## src/rtl/quad_step_decoder.sv

```systemverilog
// Quadrature A/B decoder: synchronise, glitch-filter, Gray-decode into
// STEP/DIR pulses with illegal-transition flagging, and keep a wrapping position.
module quad_step_decoder #(
  parameter int SYNC_STAGES = 2,
  parameter int FILT_LEN    = 3,
  parameter int POS_W       = 4
) (
  input  logic             CLK,
  input  logic             RESET,
  input  logic             EN,
  input  logic             A,
  input  logic             B,
  output logic             STEP,
  output logic             DIR,
  output logic             ERR,
  output logic [POS_W-1:0] POS,
  output logic             CO
);

  localparam int CNT_W    = $clog2(FILT_LEN + 1);
  localparam int INIT_CYC = SYNC_STAGES + FILT_LEN;
  localparam int ICNT_W   = $clog2(INIT_CYC + 1);
  localparam logic [CNT_W-1:0]  CNT_MAX   = CNT_W'(FILT_LEN - 1);
  localparam logic [ICNT_W-1:0] INIT_LAST = ICNT_W'(INIT_CYC - 1);

  typedef enum logic {INIT = 1'b0, TRACK = 1'b1} state_t;

  state_t state, state_next;

  logic [SYNC_STAGES-1:0] sync_a, sync_b;
  logic [1:0]             synced;
  logic [1:0]             acc;
  logic [CNT_W-1:0]       cnt [2];
  logic [ICNT_W-1:0]      init_cnt;
  logic                   init_done;
  logic [1:0]             prev;
  logic                   fwd, bwd, illegal;

  // Channel order in every 2-bit vector is {A, B}.
  assign synced    = {sync_a[SYNC_STAGES-1], sync_b[SYNC_STAGES-1]};
  assign init_done = (state == INIT) && (init_cnt == INIT_LAST);

  function automatic logic [1:0] gray_next(input logic [1:0] g);
    case (g)
      2'b00:   gray_next = 2'b01;
      2'b01:   gray_next = 2'b11;
      2'b11:   gray_next = 2'b10;
      default: gray_next = 2'b00;
    endcase
  endfunction

  always_ff @(posedge CLK) begin
    if (RESET) begin
      sync_a <= '0;
      sync_b <= '0;
    end else begin
      sync_a <= {sync_a[SYNC_STAGES-2:0], A};
      sync_b <= {sync_b[SYNC_STAGES-2:0], B};
    end
  end

  always_ff @(posedge CLK) begin
    if (RESET) begin
      state    <= INIT;
      init_cnt <= '0;
    end else begin
      state <= state_next;
      if (state == INIT && !init_done)
        init_cnt <= init_cnt + ICNT_W'(1);
    end
  end

  always_comb begin
    state_next = state;
    fwd        = 1'b0;
    bwd        = 1'b0;
    illegal    = 1'b0;
    case (state)
      INIT: begin
        if (init_done)
          state_next = TRACK;
      end
      TRACK: begin
        fwd     = (acc == gray_next(prev));
        bwd     = (prev == gray_next(acc));
        illegal = ((acc ^ prev) == 2'b11);
      end
    endcase
  end

  // Once the pipeline has filled, the filter is bypassed so tracking starts
  // from the real pin levels rather than from the reset value.
  always_ff @(posedge CLK) begin
    if (RESET) begin
      acc <= 2'b00;
      for (int i = 0; i < 2; i++)
        cnt[i] <= '0;
    end else if (init_done) begin
      acc <= synced;
      for (int i = 0; i < 2; i++)
        cnt[i] <= '0;
    end else begin
      for (int i = 0; i < 2; i++) begin
        if (synced[i] != acc[i]) begin
          if (cnt[i] == CNT_MAX) begin
            acc[i] <= synced[i];
            cnt[i] <= '0;
          end else begin
            cnt[i] <= cnt[i] + CNT_W'(1);
          end
        end else begin
          cnt[i] <= '0;
        end
      end
    end
  end

  always_ff @(posedge CLK) begin
    if (RESET) begin
      prev <= 2'b00;
      STEP <= 1'b0;
      ERR  <= 1'b0;
      CO   <= 1'b0;
      DIR  <= 1'b1;
      POS  <= '0;
    end else begin
      STEP <= 1'b0;
      ERR  <= 1'b0;
      CO   <= 1'b0;
      if (state == INIT) begin
        if (init_done)
          prev <= synced;
      end else begin
        prev <= acc;
        if (EN) begin
          if (fwd) begin
            STEP <= 1'b1;
            DIR  <= 1'b1;
            POS  <= POS + POS_W'(1);
            CO   <= &POS;
          end else if (bwd) begin
            STEP <= 1'b1;
            DIR  <= 1'b0;
            POS  <= POS - POS_W'(1);
            CO   <= ~|POS;
          end else if (illegal) begin
            ERR  <= 1'b1;
          end
        end
      end
    end
  end

endmodule

```

## config.mk

```make
export PLATFORM = sky130hd
export DESIGN_NAME = quad_step_decoder
export DESIGN_NICKNAME = d
export VERILOG_FILES = /design/src/rtl/quad_step_decoder.sv
export SDC_FILE = /design/constraint.sdc
export NUM_CORES = 1
export LEC_CHECK = 0
export BUFFER_PORTS_ARGS = -buffer_cell sky130_fd_sc_hd__buf_2
export CELL_PAD_IN_SITES_DETAIL_PLACEMENT = 1
export CELL_PAD_IN_SITES_GLOBAL_PLACEMENT = 1
export CORE_MARGIN = 3
export CORE_UTILIZATION = 30
export DETAILED_ROUTE_END_ITERATION = 7
export GPL_TIMING_DRIVEN = 1
export PLACE_DENSITY_LB_ADDON = 0.1
export REMOVE_ABC_BUFFERS = 1
export SLEW_MARGIN = 20
export SYNTH_ARGS = -nofsm -noshare
export SYNTH_HDL_FRONTEND = slang
export SYNTH_SLANG_ARGS = --single-unit
```

## constraint.sdc

```tcl
create_clock -name CLK -period 3 [get_ports CLK]
set_clock_uncertainty 0.2 [all_clocks]
set_input_delay 0.75 -clock CLK [delete_from_list [all_inputs] [get_ports CLK]]
set_output_delay 0.75 -clock CLK [all_outputs]
set_load 0.1 [all_outputs]
```

==> impl_metrics.tcl, run 1 <==
set metrics [dict create \
    status "finished, final reports clean" \
    syn_inst 124 \
    clock_latency_ps 270 \
    fmax_mhz 394 \
    cap_violations 0 \
    ys_ff_latch 24 \
    setup_viol 0 \
    ff2ff_path_depth 8 \
    ir_drop_mv 0.178 \
    holdBufCountCts 0 \
    power_density_nw_per_um2 602 \
    cp_num_buf_inv 1 \
    die_x_um 68.8 \
    worstHoldPathCells 1 \
    dieArea_um2 4740 \
    fin_util_pct 36.2 \
    cts_setup_buffers 0 \
    fin_crit_sh_pct 84.6 \
    overflow 0 \
    synthArstFlopShare_pct 0 \
    crit_path_cell_trace "xor2_1 > and3_1 > inv_1 > ha_1 > a21o_1 > a2111oi_0 > nand4_1 > o2111ai_1" \
    synthMostInstantiatedCell "dfxtp_1" \
    cp.arrival_ps 2530 \
    grt_pass1_vias 904 \
    dieHeight_um 68.8 \
    fin_hold_ws_ps 245 \
    post_cts_resized 0 \
    drt_iter0_markers 21 \
    finalPower_w 0.000817 \
    gp_congestion 0.756 \
    min_period_ps 2540 \
    ctsLongestPathBuffers 2 \
    synth_top_cells_by_count "dfxtp_1, a21oi_1, nor2_1, nand2_1" \
    hold_viol 0 \
    worstSetupPathType "register to register" \
    drc_errors 0 \
    yosysTopAreaCellShare_pct 33.8 \
    clockRootBuffer "clkbuf_8" \
    synth_cell_types 37 \
    crit_path_start_kind "register" \
    hp-class "register to register" \
    synth_area_um2 1180 \
    syn_area_per_cell_um2 9.56 \
    fillCellCount 464 \
    cts-htree-levels 1 \
    final_layout_size_suffix_gt1_share_pct 13.9 \
    wirelength_um 2420 \
    critPathRequiredTime_ps 2990 \
    cp_slowest_stage_delay_ps 470 \
    place_hpwl_um 1800 \
    antenna_cells 0 \
    cts_sinks 24 \
    grtUsageTotal_pct 11.8 \
    synth-seq-area-share_pct 43.9 \
    tns_ps 0 \
    wl_per_cell_um 13.1 \
    dpl.cell_count 181 \
    cp-end-kind "register" \
    p_leak_nw 0.514 \
    crit_cells 8 \
    grt_pass1_wl_um 4260 \
    via_count 905 \
    synth_top_area_cell "dfxtp_1" \
    path_max_fanout 5 \
    io_buffers 12 \
    cts_buffers 3 \
    rsz0062_at_grt "no" \
    clk_pin_slew_ps 90 \
    nets 150 \
    grt_antenna_before_repair 0 \
    ant_nets 0 \
    path_delay_family "compound AO/OA/AOI/OAI gates" \
    synth-edff-count 4 \
    grt_max_degree 25 \
    top_level_ports 13 \
    synth_area_leaders "dfxtp_1, edfxtp_1, ha_1" \
    drt_first_pass_iters 2 \
    maxSlewViolCount 0 \
    start_util_pct 31.7 \
    synth_flop_cell "dfxtp_1" \
    core-area_um2 3740 \
    cp_slowest_cell "dfxtp_1" \
    area_growth_pct 14.5 \
    instances_no_fill 185 \
    num_rows 22 \
    vias_per_cell 4.89 \
    cts_tree "done" \
    yosys_warnings 0 \
]
final timing paths:
kind / from / slack, ps / end
setup reg to reg: acc[0] / 460 / POS[3]
hold / removal: sync_a[0] / 240 / sync_a[1]
setup / recovery: acc[0] / 460 / POS[3]
hold reg to reg: sync_a[0] / 240 / sync_a[1]
worst register-to-register path: cells and delay by family, from the launching register on:
kind                       cells  cell delay (ps)
DFF                            1              470
AOI/OAI and AO/OA              3              690
xor gates and xnor gates       1              210
buffers and inverters          1              130
adders and majority gates      1              310
and+or+nand+nor                2              450
cell usage in the layout, fill, tap and decap left out, drive strengths merged, types with 4 or more instances in the layout:
cell	n
dfxtp	20
buf	12
a21oi	11
nor2	10
xnor2	8
nand2	7
inv	6
nor2b	6
ha	6
nor4	4
o21ai	4
nand3	4
edfxtp	4
conb	4
power breakdown:
part / switching, W / internal [W] / total (W)
logic: 0.0000914 / 0.0000582 / 0.000150
clock network: 0.000108 / 0.000178 / 0.000287
registers: 0.0000268 / 0.000353 / 0.000380
total: 0.000226 / 0.000590 / 0.000817
metal layers:
metal / vias to the layer above / part of all wire (%) / GRT usage, %
met1: 433 / 52 / 16.4
met3: 4 / 2.5 / 2.43
met4: 0 / 1.2 / 4.38
met2: 11 / 44 / 17.9
li1: 457 / - / -
met5: - / 0 / 0
through the flow:
| stage | worst slack (ps) | area, µm² |
|---|---|---|
| finish | 461 | 1360 |
| global route | 174 | 1360 |
| CTS | 440 | 1360 |
| detailed placement | 465 | 1280 |
| global placement | 534 | 1280 |
| floorplan | 577 | 1160 |
flip-flops by register name, indices dropped and copies added (netlist names):
name      flops
prev          2
init_cnt      3
ERR           1
STEP          1
sync_b        2
state         1
cnt           4
POS           4
sync_a        2
acc           2
DIR           1
CO            1
cell families after synthesis:
kind of cell / count (synthesis) / share of synthesized area [%]
and+or+nand+nor: 45 / 20.4
AOI/OAI and AO/OA: 24 / 12.7
DFF: 24 / 43.9
buffers and inverters: 12 / 4.54
xor gates and xnor gates: 10 / 9.29
adders and majority gates: 7 / 8.03
other: 1 / 0.316
muxes: 1 / 0.845
final cells by class:
cell class	count	area (µm²)	area share, %
clock buffers	3	41.3	3.04
inverters	6	22.5	1.66
flip-flops and latches	24	520	38.4
clock inverters	1	30.0	2.21
repair buffers	12	60.1	4.43
multi-input cells	91	622	45.8
well taps	48	60.1	4.43
No activity file was read; power rests on OpenSTA's default activity.
==> inputs of run 2 (changes only) <==
Clock period 3 ns to 2.1 ns, I/O delays scaled along.
==> impl_metrics.tcl, run 2 (same netlist as run 1, synthesis figures left out) <==
set metrics [dict create \
    status "finished, final reports clean" \
    path_delay_family "compound AO/OA/AOI/OAI gates" \
    cts-htree-levels 1 \
    core-area_um2 3740 \
    hold_viol 0 \
    grt_pass1_vias 986 \
    finalPower_w 0.00108 \
    crit_path_start_kind "register" \
    crit_path_cell_trace "xor2_1 > and3_1 > inv_2 > ha_4 > a21o_1 > a2111oi_2 > nand4_1 > o2111ai_1" \
    grt_max_degree 20 \
    clock_latency_ps 270 \
    area_growth_pct 28.2 \
    pre_cts_slack_ps -108 \
    top_level_ports 13 \
    nets 164 \
    cts_buffers 3 \
    tns_ps 0 \
    die_x_um 68.8 \
    min_period_ps 2090 \
    drt_first_pass_iters 4 \
    grt_pass1_wl_um 4550 \
    dieArea_um2 4740 \
    final_common_cell "dfxtp_1" \
    ctsLongestPathBuffers 2 \
    ant_nets 0 \
    cap_violations 0 \
    cp-end-kind "register" \
    clk_pin_slew_ps 80 \
    path_max_fanout 2 \
    holdBufCountCts 0 \
    clockRootBuffer "clkbuf_8" \
    cp_slowest_stage_delay_ps 360 \
    wirelength_um 2660 \
    setup_viol 0 \
    place_hpwl_um 2000 \
    p_leak_nw 0.590 \
    rsz0062_at_grt "yes" \
    io_buffers 12 \
    fin_util_pct 40.6 \
    cts_sinks 24 \
    grtUsageTotal_pct 13.0 \
    placedInstanceArea_um2 1360 \
    cts_tree "done" \
    worstSetupPathType "register to register" \
    final_cell_mix "dfxtp_1, buf_2, buf_4" \
    wl_per_cell_um 13.3 \
    fin_crit_sh_pct 99.4 \
    cp.arrival_ps 2080 \
    vias_per_cell 4.87 \
    cp_num_buf_inv 1 \
    start_util_pct 31.7 \
    power_density_nw_per_um2 710 \
    final_layout_size_suffix_gt1_share_pct 29.1 \
    num_rows 22 \
    grt_antenna_before_repair 0 \
    antenna_cells 0 \
    drc_errors 0 \
    fin_ws_ps 13.1 \
    dieHeight_um 68.8 \
    via_count 969 \
    maxSlewViolCount 0 \
    gp_congestion 0.708 \
    finish.instance_area_um2 1520 \
    cp_slowest_cell "a2111oi_2" \
    ir_drop_mv 0.280 \
    drt_iter0_markers 16 \
    critPathRequiredTime_ps 2090 \
    reg.largest.list "POS (4), cnt (4), init_cnt (3)" \
    overflow 0 \
    hp-class "register to register" \
    fmax_mhz 479 \
]
==> run 2: changes by cell type in the layout (fill, tap and decap cells not counted), sizes merged <==
cell	change
buf	+14
bufinv	-1
clkinv	+1
==> run 2: final timing paths <==
path | cells after the start | end | start | slack, ps
setup / recovery | 8 | POS[3] | acc[0] | 10
hold / removal | 1 | sync_b[1] | sync_b[0] | 250
setup reg to reg | 8 | POS[3] | acc[0] | 10
hold reg to reg | 1 | sync_b[1] | sync_b[0] | 250
==> run 2: power by group <==
part           leakage (nW)  switching, W  total (W)  internal, W
logic                 0.361      0.000149   0.000268     0.000119
registers             0.206     0.0000293   0.000535     0.000506
clock network        0.0231      0.000146   0.000276     0.000131
total                 0.590      0.000324    0.00108     0.000755
==> run 2: what timing repair did <==
item,4_1_cts,5_1_grt
setup buffers,1,3
hold endpoints to repair,0,0
resized for setup,6,11
endpoints found under the setup margin,1,1
gates cloned,0,0
pin swaps,3,10
==> run 2: cell type report <==
class                   instances  area, µm²
multi-input cells              91        694
fillers                       446       2220
inverters                       6       22.5
repair buffers                 26        173
clock inverters                 1       3.75
clock buffers                   3       41.3
flip-flops and latches         24        524
well taps                      48       60.1
==> run 2: metal layers <==
layer / part of all wire (%) / up-vias / GRT usage (%)
met5: 0 / - / 0
met4: 1.8 / 0 / 5.84
met3: 2.5 / 6 / 1.94
met2: 45 / 12 / 20.4
met1: 50 / 462 / 17.7
li1: - / 489 / -
==> run 2: stage by stage <==
stage                     hold WS [ps]  cells
final                              248    199
after global routing               266    199
after CTS                          254    196
after detailed placement           233    191
after global placement             220    191
after floorplan                    214    121
==> inputs of run 3 (changes only) <==
Settings changed: CORE_MARGIN 3 to 1.5.
==> impl_metrics.tcl, run 3 (same netlist as run 1, synthesis figures left out) <==
set metrics [dict create \
    grtUsageTotal_pct 13.9 \
    rsz0062_at_grt "no" \
    gp_congestion 0.779 \
    dieHeight_um 65.8 \
    dpl.cell_count 190 \
    num_rows 22 \
    tns_ps 0 \
    cp-end-kind "register" \
    holdBufCountCts 0 \
    grt_antenna_before_repair 0 \
    final_common_cell "dfxtp_1" \
    finish.instance_area_um2 1500 \
    reg2reg_to "POS[3]" \
    path_max_fanout 5 \
    nets 161 \
    crit_cells 8 \
    finalPower_w 0.00107 \
    worstSetupPathType "register to register" \
    die_x_um 65.8 \
    grt_pass1_wl_um 4560 \
    cp.arrival_ps 2000 \
    cts_buffers 3 \
    fmax_mhz 496 \
    cp_slowest_stage_delay_ps 360 \
    drt_iter0_markers 34 \
    cap_violations 0 \
    hold_viol 0 \
    place_hpwl_um 1970 \
    drc_errors 0 \
    whs_endpoint "sync_a[1]" \
    p_leak_nw 0.567 \
    wl_per_cell_um 13.6 \
    vias_per_cell 4.90 \
    ant_nets 0 \
    cp_slowest_cell "dfxtp_2" \
    instances_no_fill 196 \
    min_period_ps 2020 \
    antenna_cells 0 \
    core-area_um2 3720 \
    clk_pin_slew_ps 80 \
    grt_max_degree 17 \
    cp_num_buf_inv 2 \
    wirelength_um 2660 \
    ir_drop_mv 0.348 \
    power_density_nw_per_um2 711 \
    critPathRequiredTime_ps 2080 \
    ctsLongestPathBuffers 2 \
    cts-htree-levels 1 \
    clock_latency_ps 260 \
    overflow 0 \
    start_util_pct 31.9 \
    top_level_ports 13 \
    crit_path_cell_trace "xor2_2 > and3_4 > inv_2 > buf_6 > ha_4 > a2111oi_4 > nand4_1 > o2111ai_1" \
    clockRootBuffer "clkbuf_8" \
    hp-class "register to register" \
    via_count 961 \
    reg.largest.list "POS (4), cnt (4), init_cnt (3)" \
    cts_sinks 24 \
    setup_viol 0 \
    r2r_slack_ps 80 \
    min_from "sync_a[0]" \
    final_layout_size_suffix_gt1_share_pct 28.4 \
    area_growth_pct 26.4 \
    fin_util_pct 40.3 \
    status "finished, final reports clean" \
    crit_path_start_kind "register" \
    path_delay_family "compound AO/OA/AOI/OAI gates" \
    ff2ff_path_depth 8 \
    r2r-start "acc[0]" \
    maxSlewViolCount 0 \
    fin_crit_sh_pct 96.0 \
    final_cell_mix "dfxtp_1, buf_2, a21oi_1, nor2_1, buf_4" \
    worstHoldPathCells 1 \
    drt_first_pass_iters 3 \
    dieArea_um2 4340 \
    grt_pass1_vias 981 \
    io_buffers 12 \
    placedInstanceArea_um2 1350 \
    cts_tree "done" \
]
-- run 3: through the flow --
step | worst slack [ps] | hold WS (ps)
global route | 0.695 | 260
CTS | 6.09 | 256
finish | 83.2 | 254
global placement | 27.8 | 220
floorplan | -323 | 214
detailed placement | -167 | 236
-- run 3: area by class of cell --
cell class	instances	area [µm²]
fillers	441	2220
multi-input cells	91	699
flip-flops and latches	24	524
repair buffers	23	146
well taps	48	60.1
clock buffers	4	45.0
inverters	6	22.5
-- run 3: repair_timing --
| action | 4_1_cts | 5_1_grt |
|---|---|---|
| buffers inserted | 2 | 0 |
| endpoints found under the setup margin | 1 | 2 |
| pin swaps | 8 | 9 |
| gates cloned | 0 | 0 |
| gates resized for setup | 12 | 4 |
-- run 3: worst reg2reg max path, delay by kind of cell (launching register included) --
family,cells,cell delay (ps)
and+or+nand+nor,2,360
adders and majority gates,1,240
AOI/OAI and AO/OA,2,440
xor gates and xnor gates,1,160
DFF,1,360
buffers and inverters,2,170
-- run 3: metal layers --
layer	share of wire (%)	GRT usage [%]	up-vias
met4	1.1	4.69	0
met1	47	17.9	466
met3	2.4	2.56	4
met5	0	0	-
li1	-	-	480
met2	50	23.2	11
-- run 3: where the power goes --
group	internal (W)	switching [W]	leakage (nW)
combinational	0.000104	0.000144	0.339
clock	0.000135	0.000146	0.0228
sequential	0.000506	0.0000295	0.206
-- run 3: worst max-delay path by stage --
stage | start | end
CTS | prev[1] | POS[3]
global route | acc[0] | POS[3]
floorplan | POS[1] | POS[3]
detailed placement | acc[0] | POS[3]
finish | acc[0] | POS[3]
global placement | acc[0] | POS[3]
